$ cat config.mk
export PLATFORM = sky130hd
export DESIGN_NAME = i2c_reg_target
export DESIGN_NICKNAME = d
export VERILOG_FILES = /design/src/rtl/i2c_reg_target.sv
export SDC_FILE = /design/constraint.sdc
export NUM_CORES = 1
export LEC_CHECK = 0
export BUFFER_PORTS_ARGS = -buffer_cell sky130_fd_sc_hd__buf_2
export CAP_MARGIN = 10
export CELL_PAD_IN_SITES_DETAIL_PLACEMENT = 2
export CELL_PAD_IN_SITES_GLOBAL_PLACEMENT = 2
export CORE_MARGIN = 5
export CORE_UTILIZATION = 40
export CTS_CLUSTER_DIAMETER = 100
export DETAILED_ROUTE_END_ITERATION = 16
export PLACE_DENSITY_LB_ADDON = 0.3
export SLEW_MARGIN = 30
export SYNTH_ARGS = -nofsm -noshare
export SYNTH_HDL_FRONTEND = slang
export SYNTH_SLANG_ARGS = --single-unit
export TNS_END_PERCENT = 10
$ cat constraint.sdc
create_clock -name clk -period 2.3 [get_ports clk]
set_clock_uncertainty 0.05 [all_clocks]
set_input_delay 0.46 -clock clk [delete_from_list [all_inputs] [get_ports clk]]
set_output_delay 0.46 -clock clk [all_outputs]
set_load 0.005 [all_outputs]
$ cat src/rtl/i2c_reg_target.sv
// I2C target exposing an NREGS x 8-bit register file, with a host-side access port.
// Define I2C_TARGET_GLITCH_FILT_EN to add a 3-sample majority filter on SCL/SDA.
module i2c_reg_target #(
   parameter logic [6:0] ADDR  = 7'h34,
   parameter int         NREGS = 8,
   parameter int         PW    = $clog2(NREGS)
) (
   input  logic          clk,
   input  logic          rst_n,
   input  logic          scl_i,
   input  logic          sda_i,
   output logic          sda_oe,
   input  logic          host_we,
   input  logic [PW-1:0] host_addr,
   input  logic [7:0]    host_wdata,
   output logic [7:0]    host_rdata,
   output logic          wr_valid,
   output logic [PW-1:0] wr_addr,
   output logic          busy,
   output logic [2:0]    dbg_state_o
);

   typedef enum logic [2:0] {
      S_IDLE, S_ADDR, S_ACK_ADDR, S_RX_PTR, S_RX_DATA, S_TX, S_RX_ACK
   } state_t;

   state_t        state_q, state_d;
   logic [1:0]    scl_sync_q, sda_sync_q;
   logic          scl_s, sda_s, scl_prev_q, sda_prev_q;
   logic          scl_rise, scl_fall, start_det, stop_det;
   logic [3:0]    bit_cnt_q, bit_cnt_d;
   logic [7:0]    shreg_q, shreg_d;
   logic [PW-1:0] ptr_q, ptr_d;
   logic          sda_oe_q, sda_oe_d;
   logic          busy_q, busy_d;
   logic          wr_valid_q, wr_valid_d;
   logic [PW-1:0] wr_addr_q, wr_addr_d;
   logic          i2c_we;
   logic [7:0]    rx_byte, tx_byte;
   logic [7:0]    host_rdata_q;
   logic [7:0]    regs_q [NREGS];

   // Synchronizers reset to the idle-bus level so release of reset never looks like a START.
   always_ff @(posedge clk or negedge rst_n) begin
      if (!rst_n) begin
         scl_sync_q <= 2'b11;
         sda_sync_q <= 2'b11;
      end else begin
         scl_sync_q <= {scl_sync_q[0], scl_i};
         sda_sync_q <= {sda_sync_q[0], sda_i};
      end
   end

`ifdef I2C_TARGET_GLITCH_FILT_EN
   logic [1:0] scl_hist_q, sda_hist_q;
   logic       scl_flt_q, sda_flt_q;

   always_ff @(posedge clk or negedge rst_n) begin
      if (!rst_n) begin
         scl_hist_q <= 2'b11;
         sda_hist_q <= 2'b11;
         scl_flt_q  <= 1'b1;
         sda_flt_q  <= 1'b1;
      end else begin
         scl_hist_q <= {scl_hist_q[0], scl_sync_q[1]};
         sda_hist_q <= {sda_hist_q[0], sda_sync_q[1]};
         scl_flt_q  <= (scl_sync_q[1] & scl_hist_q[0]) | (scl_sync_q[1] & scl_hist_q[1]) |
                       (scl_hist_q[0] & scl_hist_q[1]);
         sda_flt_q  <= (sda_sync_q[1] & sda_hist_q[0]) | (sda_sync_q[1] & sda_hist_q[1]) |
                       (sda_hist_q[0] & sda_hist_q[1]);
      end
   end

   assign scl_s = scl_flt_q;
   assign sda_s = sda_flt_q;
`else
   assign scl_s = scl_sync_q[1];
   assign sda_s = sda_sync_q[1];
`endif

   assign scl_rise  = scl_s & ~scl_prev_q;
   assign scl_fall  = ~scl_s & scl_prev_q;
   assign start_det = scl_s & scl_prev_q & sda_prev_q & ~sda_s;
   assign stop_det  = scl_s & scl_prev_q & ~sda_prev_q & sda_s;
   assign rx_byte   = {shreg_q[6:0], sda_s};
   assign tx_byte   = regs_q[ptr_q];

   always_ff @(posedge clk or negedge rst_n) begin
      if (!rst_n) begin
         state_q      <= S_IDLE;
         scl_prev_q   <= 1'b1;
         sda_prev_q   <= 1'b1;
         bit_cnt_q    <= '0;
         shreg_q      <= '0;
         ptr_q        <= '0;
         sda_oe_q     <= 1'b0;
         busy_q       <= 1'b0;
         wr_valid_q   <= 1'b0;
         wr_addr_q    <= '0;
      end else begin
         state_q      <= state_d;
         scl_prev_q   <= scl_s;
         sda_prev_q   <= sda_s;
         bit_cnt_q    <= bit_cnt_d;
         shreg_q      <= shreg_d;
         ptr_q        <= ptr_d;
         sda_oe_q     <= sda_oe_d;
         busy_q       <= busy_d;
         wr_valid_q   <= wr_valid_d;
         wr_addr_q    <= wr_addr_d;
      end
   end

   always_comb begin
      state_d = state_q;
      if (stop_det) begin
         state_d = S_IDLE;
      end else if (start_det) begin
         state_d = S_ADDR;
      end else begin
         case (state_q)
            S_ADDR:     if (scl_rise && bit_cnt_q == 4'd7)
                           state_d = (shreg_q[6:0] == ADDR) ? S_ACK_ADDR : S_IDLE;
            S_ACK_ADDR: if (scl_fall && bit_cnt_q == 4'd9)
                           state_d = shreg_q[0] ? S_TX : S_RX_PTR;
            S_RX_PTR:   if (scl_fall && bit_cnt_q == 4'd9) state_d = S_RX_DATA;
            S_TX:       if (scl_fall && bit_cnt_q == 4'd8) state_d = S_RX_ACK;
            S_RX_ACK:   if (scl_rise && sda_s) state_d = S_IDLE;
                        else if (scl_fall && bit_cnt_q == 4'd9) state_d = S_TX;
            default:    state_d = state_q;
         endcase
      end
   end

   // bit_cnt counts SCL rises within a 9-bit frame: 8 means the ACK slot comes next, 9 means it was clocked.
   always_comb begin
      bit_cnt_d  = bit_cnt_q;
      shreg_d    = shreg_q;
      ptr_d      = ptr_q;
      sda_oe_d   = sda_oe_q;
      busy_d     = busy_q;
      wr_valid_d = 1'b0;
      wr_addr_d  = wr_addr_q;
      i2c_we     = 1'b0;
      if (stop_det) begin
         sda_oe_d = 1'b0;
         busy_d   = 1'b0;
      end else if (start_det) begin
         bit_cnt_d = '0;
         sda_oe_d  = 1'b0;
         busy_d    = 1'b0;
      end else begin
         if (scl_rise) bit_cnt_d = bit_cnt_q + 4'd1;
         case (state_q)
            S_ADDR: begin
               if (scl_rise && bit_cnt_q < 4'd8) shreg_d = rx_byte;
            end
            S_ACK_ADDR: begin
               if (scl_fall && bit_cnt_q == 4'd8) begin
                  sda_oe_d = 1'b1;
                  busy_d   = 1'b1;
               end else if (scl_fall && bit_cnt_q == 4'd9) begin
                  bit_cnt_d = '0;
                  if (shreg_q[0]) begin
                     shreg_d  = {tx_byte[6:0], 1'b0};
                     sda_oe_d = ~tx_byte[7];
                  end else begin
                     sda_oe_d = 1'b0;
                  end
               end
            end
            S_RX_PTR, S_RX_DATA: begin
               if (scl_rise && bit_cnt_q < 4'd8) shreg_d = rx_byte;
               if (scl_rise && bit_cnt_q == 4'd7) begin
                  if (state_q == S_RX_PTR) begin
                     ptr_d = rx_byte[PW-1:0];
                  end else begin
                     i2c_we     = 1'b1;
                     wr_valid_d = 1'b1;
                     wr_addr_d  = ptr_q;
                     ptr_d      = ptr_q + 1'b1;
                  end
               end
               if (scl_fall && bit_cnt_q == 4'd8) begin
                  sda_oe_d = 1'b1;
               end else if (scl_fall && bit_cnt_q == 4'd9) begin
                  sda_oe_d  = 1'b0;
                  bit_cnt_d = '0;
               end
            end
            S_TX: begin
               if (scl_fall && bit_cnt_q >= 4'd1 && bit_cnt_q <= 4'd7) begin
                  sda_oe_d = ~shreg_q[7];
                  shreg_d  = {shreg_q[6:0], 1'b0};
               end else if (scl_fall && bit_cnt_q == 4'd8) begin
                  sda_oe_d = 1'b0;
                  ptr_d    = ptr_q + 1'b1;
               end
            end
            S_RX_ACK: begin
               if (scl_fall && bit_cnt_q == 4'd9) begin
                  shreg_d   = {tx_byte[6:0], 1'b0};
                  sda_oe_d  = ~tx_byte[7];
                  bit_cnt_d = '0;
               end
            end
            default: ;
         endcase
      end
   end

   // I2C commit takes priority over a host write to the same register.
   always_ff @(posedge clk or negedge rst_n) begin
      if (!rst_n) begin
         for (int i = 0; i < NREGS; i++) regs_q[i] <= '0;
      end else begin
         for (int i = 0; i < NREGS; i++) begin
            if (i2c_we && ptr_q == PW'(i)) regs_q[i] <= rx_byte;
            else if (host_we && host_addr == PW'(i)) regs_q[i] <= host_wdata;
         end
      end
   end

   always_ff @(posedge clk or negedge rst_n) begin
      if (!rst_n) host_rdata_q <= '0;
      else        host_rdata_q <= regs_q[host_addr];
   end

   assign sda_oe      = sda_oe_q;
   assign host_rdata  = host_rdata_q;
   assign wr_valid    = wr_valid_q;
   assign wr_addr     = wr_addr_q;
   assign busy        = busy_q;
   assign dbg_state_o = state_q;

endmodule
==> impl_metrics.toml, run 1 <==
[power_and_ir_drop]
leakage_nw = 3.00
total_power_mw = 5.55
power.share.clock_pct = 29.6
internal_power_mw = 3.73
p_per_area_nw_per_um2 = 800
vdd_drop_max_mv = 0.365
sw_frac_of_total_pct = 32.9
p_switching_mw = 1.83
power_frac_comb_pct = 23.3
power_frac_seq_pct = 47.1

[route]
ant_nets = 0
vias = 4843
wl_per_cell_um = 25.6
drc = 0
routed_wl_um = 20500
dr.first_iter.drc_count = 269
vias_per_cell = 6.07
firstDrtPassIters = 4

[global_route]
grt-ovfl-total = 0
grt_max_degree = 44
grt.total_usage_pct = 23.9
antenna_found_initial = 0
grt_pass1_vias = 5632
grt_pass1_wl_um = 32600

[clocking]
h-tree-depth = 3
cts.sinks = 102
insertion_delay_ns = 0.35
clk_path_buf_depth = 2
root_buffer = "clkbuf_16"
path_clk_slew_ns = 0.08
postCtsHoldBufs = 0
cts-buffers-inserted = 9
cts_tree = "yes"

[worst_setup_path]
arrival_ns = 2.35
cp-start-kind = "flop"
crit_start = "bit_cnt_q[1]$_DFFE_PN0P_"
crit_end = "shreg_q[3]$_DFFE_PN0P_"
end_kind = "flop"
ff2ff_setup_slack_ns = 0.13
reg2reg_depth = 7
cp.required_ns = 2.49
r2r-end = "shreg_q[3]$_DFFE_PN0P_"
crit_type = "reg2reg"
r2r_start = "bit_cnt_q[1]$_DFFE_PN0P_"
worstPathMaxFanout = 7

[timing]
fin_crit_sh_pct = 94.3
report.final.hold_viol_count = 0
setup_violations = 0
grt_setup_unrepaired = "no"
min_period_ns = 2.17
tightest_slew_ns = 0.679
slew_headroom_pct = 54.7
max_freq_mhz = 461
slew_violations = 0
tns_ns = 0

[final_layout]
antennaDiodeCount = 0
finalNonFillerCells = 798
syn_to_final_growth_pct = 14.8
fin_area_um2 = 6950
n_fill_cell = 1538
fin_nets = 631
drive_gt1_share_pct = 27.0

[floorplanning]
start_util_pct = 40.3
die_h_um = 133
die_width_um = 133
coreArea_um2 = 15000
ios = 33
dieArea_um2 = 17700
rows = 45

[job]
maxCapViolations = 0

[synth]
yosys.area.top_type = "dfrtp_1"
ys_async_sr_fraction_pct = 100
synth_nets = 594
synth_area_leaders = "dfrtp_1 40%, mux2i_1 13%, mux4_2 12%, a21oi_1 4.1%, o21ai_0 3.6%"
synthSimpleGateAreaFrac_pct = 12.0
yosys_warnings = 0
avgSynthCellArea_um2 = 10.7
synth_compound_area_share_pct = 10.7
muxShareOfSynthArea_pct = 28.2
ys_seq_area_share_pct = 42.3
synth.distinct_cells = 54
synth_seq_cells = 102
synthAdderAreaFrac_pct = 2.07
yosys_most_used_dff = "dfrtp_1"
synth_edf_count = 0
netlist.area_leader.share_pct = 39.7
synthXorXnorAreaFrac_pct = 0.145
syn_area_um2 = 6050
synth_top_family_by_area = "multiplexers"
syn-instance-count = 568

[run_status]
status = "completed"

[placement]
dp_hpwl_um = 13600
io_buffers = 32
post_dp_cell_area_um2 = 6620
gp_congestion = 0.822
numPlacedInstances = 780

[worst_hold_path]
hp-class = "in2async"
-- sequential cells by signal, summed over array words and instances (netlist names) --
signal	cells
sda_sync_q	2
sda_oe	1
busy	1
host_rdata	8
sda_prev_q	1
dbg_state_o	3
scl_prev_q	1
shreg_q	8
ptr_q	3
regs_q	64
wr_addr	3
bit_cnt_q	4
scl_sync_q	2
wr_valid	1
-- logic make-up (layout without fill, tap and decap cells) --
kind of cell / after synthesis / after routing
AND/OR/NAND/NOR: 148 / 148
multiplexers: 128 / 128
AO/OA/AOI/OAI: 115 / 115
flip-flops: 102 / 102
buffers and inverters: 64 / 106
adder cells (fa/ha/maj): 10 / 10
XOR/XNOR: 1 / 1
-- critical path: stages, from the launching register on --
cell and delay, ns:
dfrtp_1 0.40, inv_1 0.10, ha_1 0.26, or3b_2 0.50, nand4_1 0.14, a32oi_2 0.09, nand2_4 0.15, mux2_2 0.35
-- metrics by stage --
stage          utilization, %  setup WS (ns)  hold slack [ns]
6_report                 46.2          0.132           0.0432
5_1_grt                  46.2        0.00875           0.0695
4_1_cts                  46.1         0.0733           0.0586
3_5_place_dp             44.0          0.116            0.298
3_3_place_gp             44.0          0.197            0.297
2_1_floorplan               -          0.297            0.114
-- metal layers --
layer / part of all wire, % / wire length (um) / global-route usage (%) / vias to the layer above
met1: 41 / 8330 / 27.8 / 2564
li1: - / - / - / 2125
met3: 2.8 / 569 / 3.42 / 50
met4: 3.9 / 792 / 10.5 / 0
met2: 53 / 10800 / 43.4 / 104
met5: 0 / 0 / 0 / -
-- timing repair --
item	in CTS	in global routing
setup endpoints to repair	0	44
gates resized for setup	0	1
buffers inserted	0	2
-- power by group through the flow --
stage,Combinational [mW],Clock [mW],Sequential (mW)
after global routing,1.41,1.74,2.66
after floorplan,0.945,0,2.40
final,1.30,1.64,2.61
after global placement,1.20,0,2.56
after detailed placement,1.27,0,2.62
after CTS,1.31,1.68,2.60
-- worst min path at each step --
stage | startpoint | to | slack (ns) | cells after the start
after floorplan | rst_n | bit_cnt_q[0]$_DFFE_PN0P_ | 0.11 | 0
after global placement | sda_sync_q[0]$_DFF_PN1_ | sda_sync_q[1]$_DFF_PN1_ | 0.30 | 0
after detailed placement | sda_sync_q[0]$_DFF_PN1_ | sda_sync_q[1]$_DFF_PN1_ | 0.30 | 0
after CTS | rst_n | bit_cnt_q[0]$_DFFE_PN0P_ | 0.06 | 1
after global routing | rst_n | bit_cnt_q[0]$_DFFE_PN0P_ | 0.07 | 1
final | rst_n | bit_cnt_q[0]$_DFFE_PN0P_ | 0.04 | 1
-- synthesized netlist by cell type (4+ instances only) --
cell type and number:
a21oi_1 50, a31oi_1 4, and3_1 5, buf_1 15
buf_2 15, buf_4 4, clkbuf_1 18, dfrtp_1 96
dfstp_2 6, ha_1 10, inv_1 10, mux2_2 19
mux2i_1 76, mux4_2 32, nand2_1 47, nand2b_1 4
nand3_1 9, nand4_1 4, nor2_1 52, nor3b_1 6
o21ai_0 43
-- placed cells by master, fill, tap and decap left out, types with 3 or more instances in the layout --
cell type | synthesis | final
o21ai_0 | 43 | 43
nand3_1 | 9 | 9
a21oi_1 | 50 | 50
buf_2 | 15 | 31
nand4_1 | 4 | 4
clkbuf_16 | 0 | 9
mux4_2 | 32 | 32
ha_1 | 10 | 10
buf_4 | 4 | 45
and3_1 | 5 | 5
nand4b_1 | 3 | 3
dfstp_2 | 6 | 6
mux2_2 | 19 | 19
nand2b_1 | 4 | 4
inv_1 | 10 | 10
dfrtp_1 | 96 | 96
mux2i_1 | 76 | 76
o31ai_1 | 3 | 3
buf_12 | 0 | 4
a31oi_1 | 4 | 4
nand2_1 | 47 | 47
nor2_1 | 52 | 52
nor3b_1 | 6 | 4
-- cell type report --
cell class              count  area, um^2  share of cell area (%)
flip-flops and latches    102        2560                    36.9
clock inverters             5        56.3                   0.811
clock buffers              11         253                    3.64
well taps                 188         235                    3.39
repair buffers             80         573                    8.25
multi-input cells         402        3230                    46.5
inverters                  10        37.5                   0.540
Note: power is estimated with default switching activity, not from simulation.
==> inputs of run 2 (changes only) <==
--- a/config.mk
+++ b/config.mk
@@ -13,6 +13,8 @@
 export CORE_UTILIZATION = 40
 export CTS_CLUSTER_DIAMETER = 100
 export DETAILED_ROUTE_END_ITERATION = 16
+export HOLD_SLACK_MARGIN = 0.03
+export MAX_ROUTING_LAYER = met4
 export PLACE_DENSITY_LB_ADDON = 0.3
 export SLEW_MARGIN = 30
 export SYNTH_ARGS = -nofsm -noshare
==> constraint.sdc (replaced) <==
create_clock -name clk -period 2.42 [get_ports clk]
set_clock_uncertainty 0.05 [all_clocks]
set_input_delay 0.484 -clock clk [delete_from_list [all_inputs] [get_ports clk]]
set_output_delay 0.484 -clock clk [all_outputs]
set_load 0.005 [all_outputs]
==> run 2 against run 1 <==
  * Maximum frequency fell by 3.4%
  * Worst setup slack improved by 0.044 ns
  * Largest power group unchanged
  * Power is 6.3% lower
  * Sequential power fell by 3%
  * Die area unchanged
  * Non-clock buffer count fell by 9
  * Register-to-register slack gained 0.04 ns
  * Sequential cell count unchanged
  * Count of clock-buffer cells in the layout shrank 2
  * Global-route usage decreased by 0.19 points
  * Wire length fell by 4.0%
==> impl_metrics.toml, run 2 (synthesis results as in run 1) <==
[clocking]
cts.sinks = 102
post_cts_buffers = 0
root_buffer = "clkbuf_16"
postCtsHoldBufs = 1
h-tree-depth = 3
post_cts_resized = 0
insertion_delay_ns = 0.35
cts_tree = "yes"
clk_path_buf_depth = 2
cts-buffers-inserted = 9
path_clk_slew_ns = 0.07

[timing]
report.final.hold_viol_count = 0
grt_setup_unrepaired = "no"
setup_violations = 0
tns_ns = 0
fin_crit_sh_pct = 92.7
tightest_slew_ns = 0.782
slew_violations = 0
slew_headroom_pct = 47.8
max_freq_mhz = 446
whs_ns = 0.173
min_period_ns = 2.24

[worst_setup_path]
crit_path_max_incr_delay_ns = 0.43
cp-start-kind = "flop"
end_kind = "flop"
path_cells = "inv_1 > ha_1 > and3b_1 > nand2_1 > a211o_1 > nand2_2 > mux2_2"
slowest_stage = "dfrtp_1"
worstPathMaxFanout = 8
cp.required_ns = 2.61
crit_type = "reg2reg"
arrival_ns = 2.43

[floorplanning]
die_width_um = 133
start_util_pct = 40.3
dieArea_um2 = 17700
coreArea_um2 = 15000
die_h_um = 133
rows = 45
ios = 33

[final_layout]
final_common_cell = "dfrtp_1"
layout_common_cells = "96 x dfrtp_1, 76 x mux2i_1, 52 x nor2_1"
drive_gt1_share_pct = 25.8
syn_to_final_growth_pct = 13.1
n_fill_cell = 1539
regMostFlops = "regs_q"
largest_reg_flops = 64
fin_nets = 622
finalNonFillerCells = 789
antennaDiodeCount = 0

[power_and_ir_drop]
sw_frac_of_total_pct = 33.1
total_power_mw = 5.20
p_switching_mw = 1.72
leakage_nw = 2.95
internal_power_mw = 3.48
power_frac_seq_pct = 48.5
vdd_drop_max_mv = 0.359
power.share.clock_pct = 29.3
power_frac_comb_pct = 22.2
p_per_area_nw_per_um2 = 760

[route]
vias = 4728
vias_per_cell = 5.99
routed_wl_um = 19600
firstDrtPassIters = 4
dr.first_iter.drc_count = 258
ant_nets = 0
wl_per_cell_um = 24.9
drc = 0

[placement]
numPlacedInstances = 772
dp_hpwl_um = 13500
io_buffers = 32
gp_congestion = 0.885

[run_status]
status = "completed"

[job]
maxCapViolations = 0

[global_route]
grt_pass1_wl_um = 31200
grt.total_usage_pct = 23.7
grt_pass1_vias = 5347
grt-ovfl-total = 0
grt_max_degree = 68
antenna_found_initial = 0

[worst_hold_path]
hp-class = "in2reg"
==> run 2: worst paths after layout <==
| path | startpoint | endpoint | slack [ns] | depth (start not counted) |
|---|---|---|---|---|
| setup / recovery | bit_cnt_q[1]$_DFFE_PN0P_ | shreg_q[6]$_DFFE_PN0P_ | 0.18 | 7 |
| hold / removal | sda_i | sda_sync_q[0]$_DFF_PN1_ | 0.17 | 1 |
| setup reg to reg | bit_cnt_q[1]$_DFFE_PN0P_ | shreg_q[6]$_DFFE_PN0P_ | 0.18 | 7 |
| hold reg to reg | scl_sync_q[0]$_DFF_PN1_ | scl_sync_q[1]$_DFF_PN1_ | 0.31 | 0 |
| max in group asynchronous | rst_n | host_rdata[6]$_DFF_PN0_ | 1.28 | 3 |
| min in group asynchronous | rst_n | bit_cnt_q[2]$_DFFE_PN0P_ | 0.42 | 2 |
==> run 2: metal layers <==
| layer | wire [um] | GRT usage, % |
|---|---|---|
| met1 | 7930 | 27.3 |
| met2 | 10800 | 43.0 |
| met3 | 510 | 2.09 |
| met4 | 439 | 8.14 |
| met5 | 0 | - |
==> run 2: cell type report <==
cell class	instances	area (um^2)	share of cell area (%)
Timing Repair Buffer	71	483	7.05
Multi-Input combinational cell	402	3230	47.1
Clock buffer	9	225	3.29
Clock inverter	7	81.3	1.19
Inverter	10	37.5	0.548
Tap cell	188	235	3.44
Sequential cell	102	2560	37.4
==> run 2: critical path: cells and delay by family, from the launching register on <==
| kind | cells | cell delay [ns] |
|---|---|---|
| mux | 1 | 0.37 |
| fa+ha+maj | 1 | 0.19 |
| compound gates | 1 | 0.34 |
| buf+inv | 1 | 0.15 |
| simple gates | 3 | 0.60 |
| flops | 1 | 0.43 |
==> run 2: stage by stage <==
stage | worst slack, ns | util [%] | cell area (um^2)
3_5_place_dp | 0.197 | 43.4 | 6530
6_report | 0.176 | 45.6 | 6850
2_1_floorplan | 0.417 | - | 6050
5_1_grt | 0.0172 | 45.6 | 6850
3_3_place_gp | 0.316 | 43.4 | 6530
4_1_cts | 0.179 | 45.6 | 6850
==> run 2: power groups by stage <==
stage / Combinational [mW] / Clock (mW) / Sequential [mW]
global route: 1.27 / 1.64 / 2.57
finish: 1.15 / 1.52 / 2.53
CTS: 1.17 / 1.56 / 2.52
global placement: 1.06 / 0 / 2.49
detailed placement: 1.15 / 0 / 2.53
floorplan: 0.899 / 0 / 2.28
==> inputs of run 3 (changes only) <==
==> config.mk (replaced) <==
export PLATFORM = sky130hd
export DESIGN_NAME = i2c_reg_target
export DESIGN_NICKNAME = d
export VERILOG_FILES = /design/src/rtl/i2c_reg_target.sv
export SDC_FILE = /design/constraint.sdc
export NUM_CORES = 1
export LEC_CHECK = 0
export CAP_MARGIN = 10
export CELL_PAD_IN_SITES_DETAIL_PLACEMENT = 2
export CELL_PAD_IN_SITES_GLOBAL_PLACEMENT = 2
export CORE_MARGIN = 5
export CORE_UTILIZATION = 40
export CTS_CLUSTER_DIAMETER = 100
export DETAILED_ROUTE_END_ITERATION = 16
export DONT_BUFFER_PORTS = 1
export HOLD_SLACK_MARGIN = 0.03
export MAX_ROUTING_LAYER = met4
export PLACE_DENSITY = 0.74
export SLEW_MARGIN = 30
export SYNTH_ARGS = -nofsm -noshare
export SYNTH_HDL_FRONTEND = slang
export SYNTH_SLANG_ARGS = --single-unit
==> run 3 against run 2 <==
  * The flow now finishes with violations (negative hold slack)
  * First-iteration DRC count shrank 17%
  * Count of clock-buffer cells in the layout increased by 3
  * Die area unchanged
  * Largest cell class unchanged
  * Largest power group unchanged
==> impl_metrics.toml, run 3 (synthesis results as in run 1) <==
[final_layout]
antennaDiodeCount = 0
fin_area_um2 = 6650
final_common_cell = "dfrtp_1"
fin_nets = 589
largest_reg_flops = 64
layout_common_cells = "96 x dfrtp_1, 76 x mux2i_1, 52 x nor2_1"
drive_gt1_share_pct = 21.2
utilization_pct = 44.2
syn_to_final_growth_pct = 9.82
regMostFlops = "regs_q"
n_fill_cell = 1548

[global_route]
grt.total_usage_pct = 23.1
grt_pass1_vias = 5118
grt-ovfl-total = 0
grt_pass1_wl_um = 30300
grt_max_degree = 103
antenna_found_initial = 0

[placement]
gp_congestion = 0.836
dp_hpwl_um = 13000
io_buffers = 0
post_dp_cell_area_um2 = 6340

[clocking]
root_buffer = "clkbuf_16"
h-tree-depth = 3
cts_tree = "yes"
insertion_delay_ns = 0.35
clk_path_buf_depth = 2
cts.sinks = 102
post_cts_resized = 0
path_clk_slew_ns = 0.07
cts-buffers-inserted = 9

[timing]
max_freq_mhz = 450
tns_ns = 0
min_period_ns = 2.22
setup_violations = 0
tightest_slew_ns = 0.531
slew_violations = 0
report.final.hold_viol_count = 102
whs_ns = -0.231
fin_crit_sh_pct = 91.9
slew_headroom_pct = 64.5
grt_setup_unrepaired = "no"

[floorplanning]
die_width_um = 133
coreArea_um2 = 15000
rows = 45
die_h_um = 133
ios = 33
dieArea_um2 = 17700
start_util_pct = 40.3

[route]
routed_wl_um = 19500
wl_per_cell_um = 25.8
vias = 4585
ant_nets = 0
drc = 0
vias_per_cell = 6.07
firstDrtPassIters = 4
dr.first_iter.drc_count = 213

[worst_setup_path]
worstPathMaxFanout = 7
slowest_stage = "or3b_2"
crit_path_max_incr_delay_ns = 0.50
crit_type = "reg2reg"
reg2reg_depth = 7
arrival_ns = 2.42
path_cells = "inv_1 > ha_1 > or3b_2 > nand4_1 > a32oi_2 > nand2_2 > mux2_2"
cp.required_ns = 2.61
end_kind = "flop"
cp-start-kind = "flop"

[run_status]
violations = "negative hold slack"
status = "complete, but fails checks"

[power_and_ir_drop]
vdd_drop_max_mv = 0.389
total_power_mw = 5.01
leakage_nw = 2.79
p_per_area_nw_per_um2 = 753

[worst_hold_path]
hp-class = "in2async"

[job]
maxCapViolations = 0
## run 3: cell types whose count changed in the layout (fill, tap and decap cells not counted), sizes merged
cell and change:
buf -32, clkbuf +3, clkinv -3, dlygate4sd3 -1
inv -1
## run 3: per-stage QoR
step                cells  setup slack, ns
finish                755            0.196
global route          755           0.0742
CTS                   753            0.179
detailed placement    738            0.188
global placement      738            0.322
floorplan             568            0.417
## run 3: layer usage
metal | part of all wire, % | global-route usage [%] | wire length, um
met4 | 3.1 | 8.95 | 610
met5 | 0 | - | 0
met2 | 51 | 39.2 | 9990
met3 | 4.1 | 4.07 | 794
met1 | 42 | 27.5 | 8100
## run 3: worst paths after layout
kind	from	to	slack, ns
setup / recovery	bit_cnt_q[1]$_DFFE_PN0P_	shreg_q[6]$_DFFE_PN0P_	0.20
hold / removal	rst_n	bit_cnt_q[3]$_DFFE_PN0P_	-0.23
setup reg to reg	bit_cnt_q[1]$_DFFE_PN0P_	shreg_q[6]$_DFFE_PN0P_	0.20
hold reg to reg	sda_sync_q[0]$_DFF_PN1_	sda_sync_q[1]$_DFF_PN1_	0.31
max in group asynchronous	rst_n	regs_q[22]$_DFFE_PN0P_	2.34
min in group clk	sda_i	sda_sync_q[0]$_DFF_PN1_	0.07
## run 3: timing repair
item / in CTS / in global routing
buffers inserted: 0 / 2
setup endpoints to repair: 0 / 1
endpoints found under the hold margin: 102 / 102
## run 3: critical path: cells and delay by family (launching register included)
family / cells / cell delay [ns]
fa+ha+maj: 1 / 0.28
flops: 1 / 0.40
simple gates: 3 / 0.83
mux: 1 / 0.36
buf+inv: 1 / 0.11
compound gates: 1 / 0.08
## run 3: layout make-up
type                    instances  area, um^2  area share, %
flip-flops and latches        102        2560           38.5
repair buffers                 38         298           4.48
clock buffers                  12         246           3.71
inverters                      10        37.5          0.565
well taps                     188         235           3.54
clock inverters                 3        43.8          0.659
multi-input cells             402        3230           48.5
## run 3: power by group
part | switching, mW | internal [mW] | total, mW
sequential | 0.478 | 2.07 | 2.55
clock | 0.654 | 0.829 | 1.48
combinational | 0.429 | 0.544 | 0.973
total | 1.56 | 3.44 | 5.01
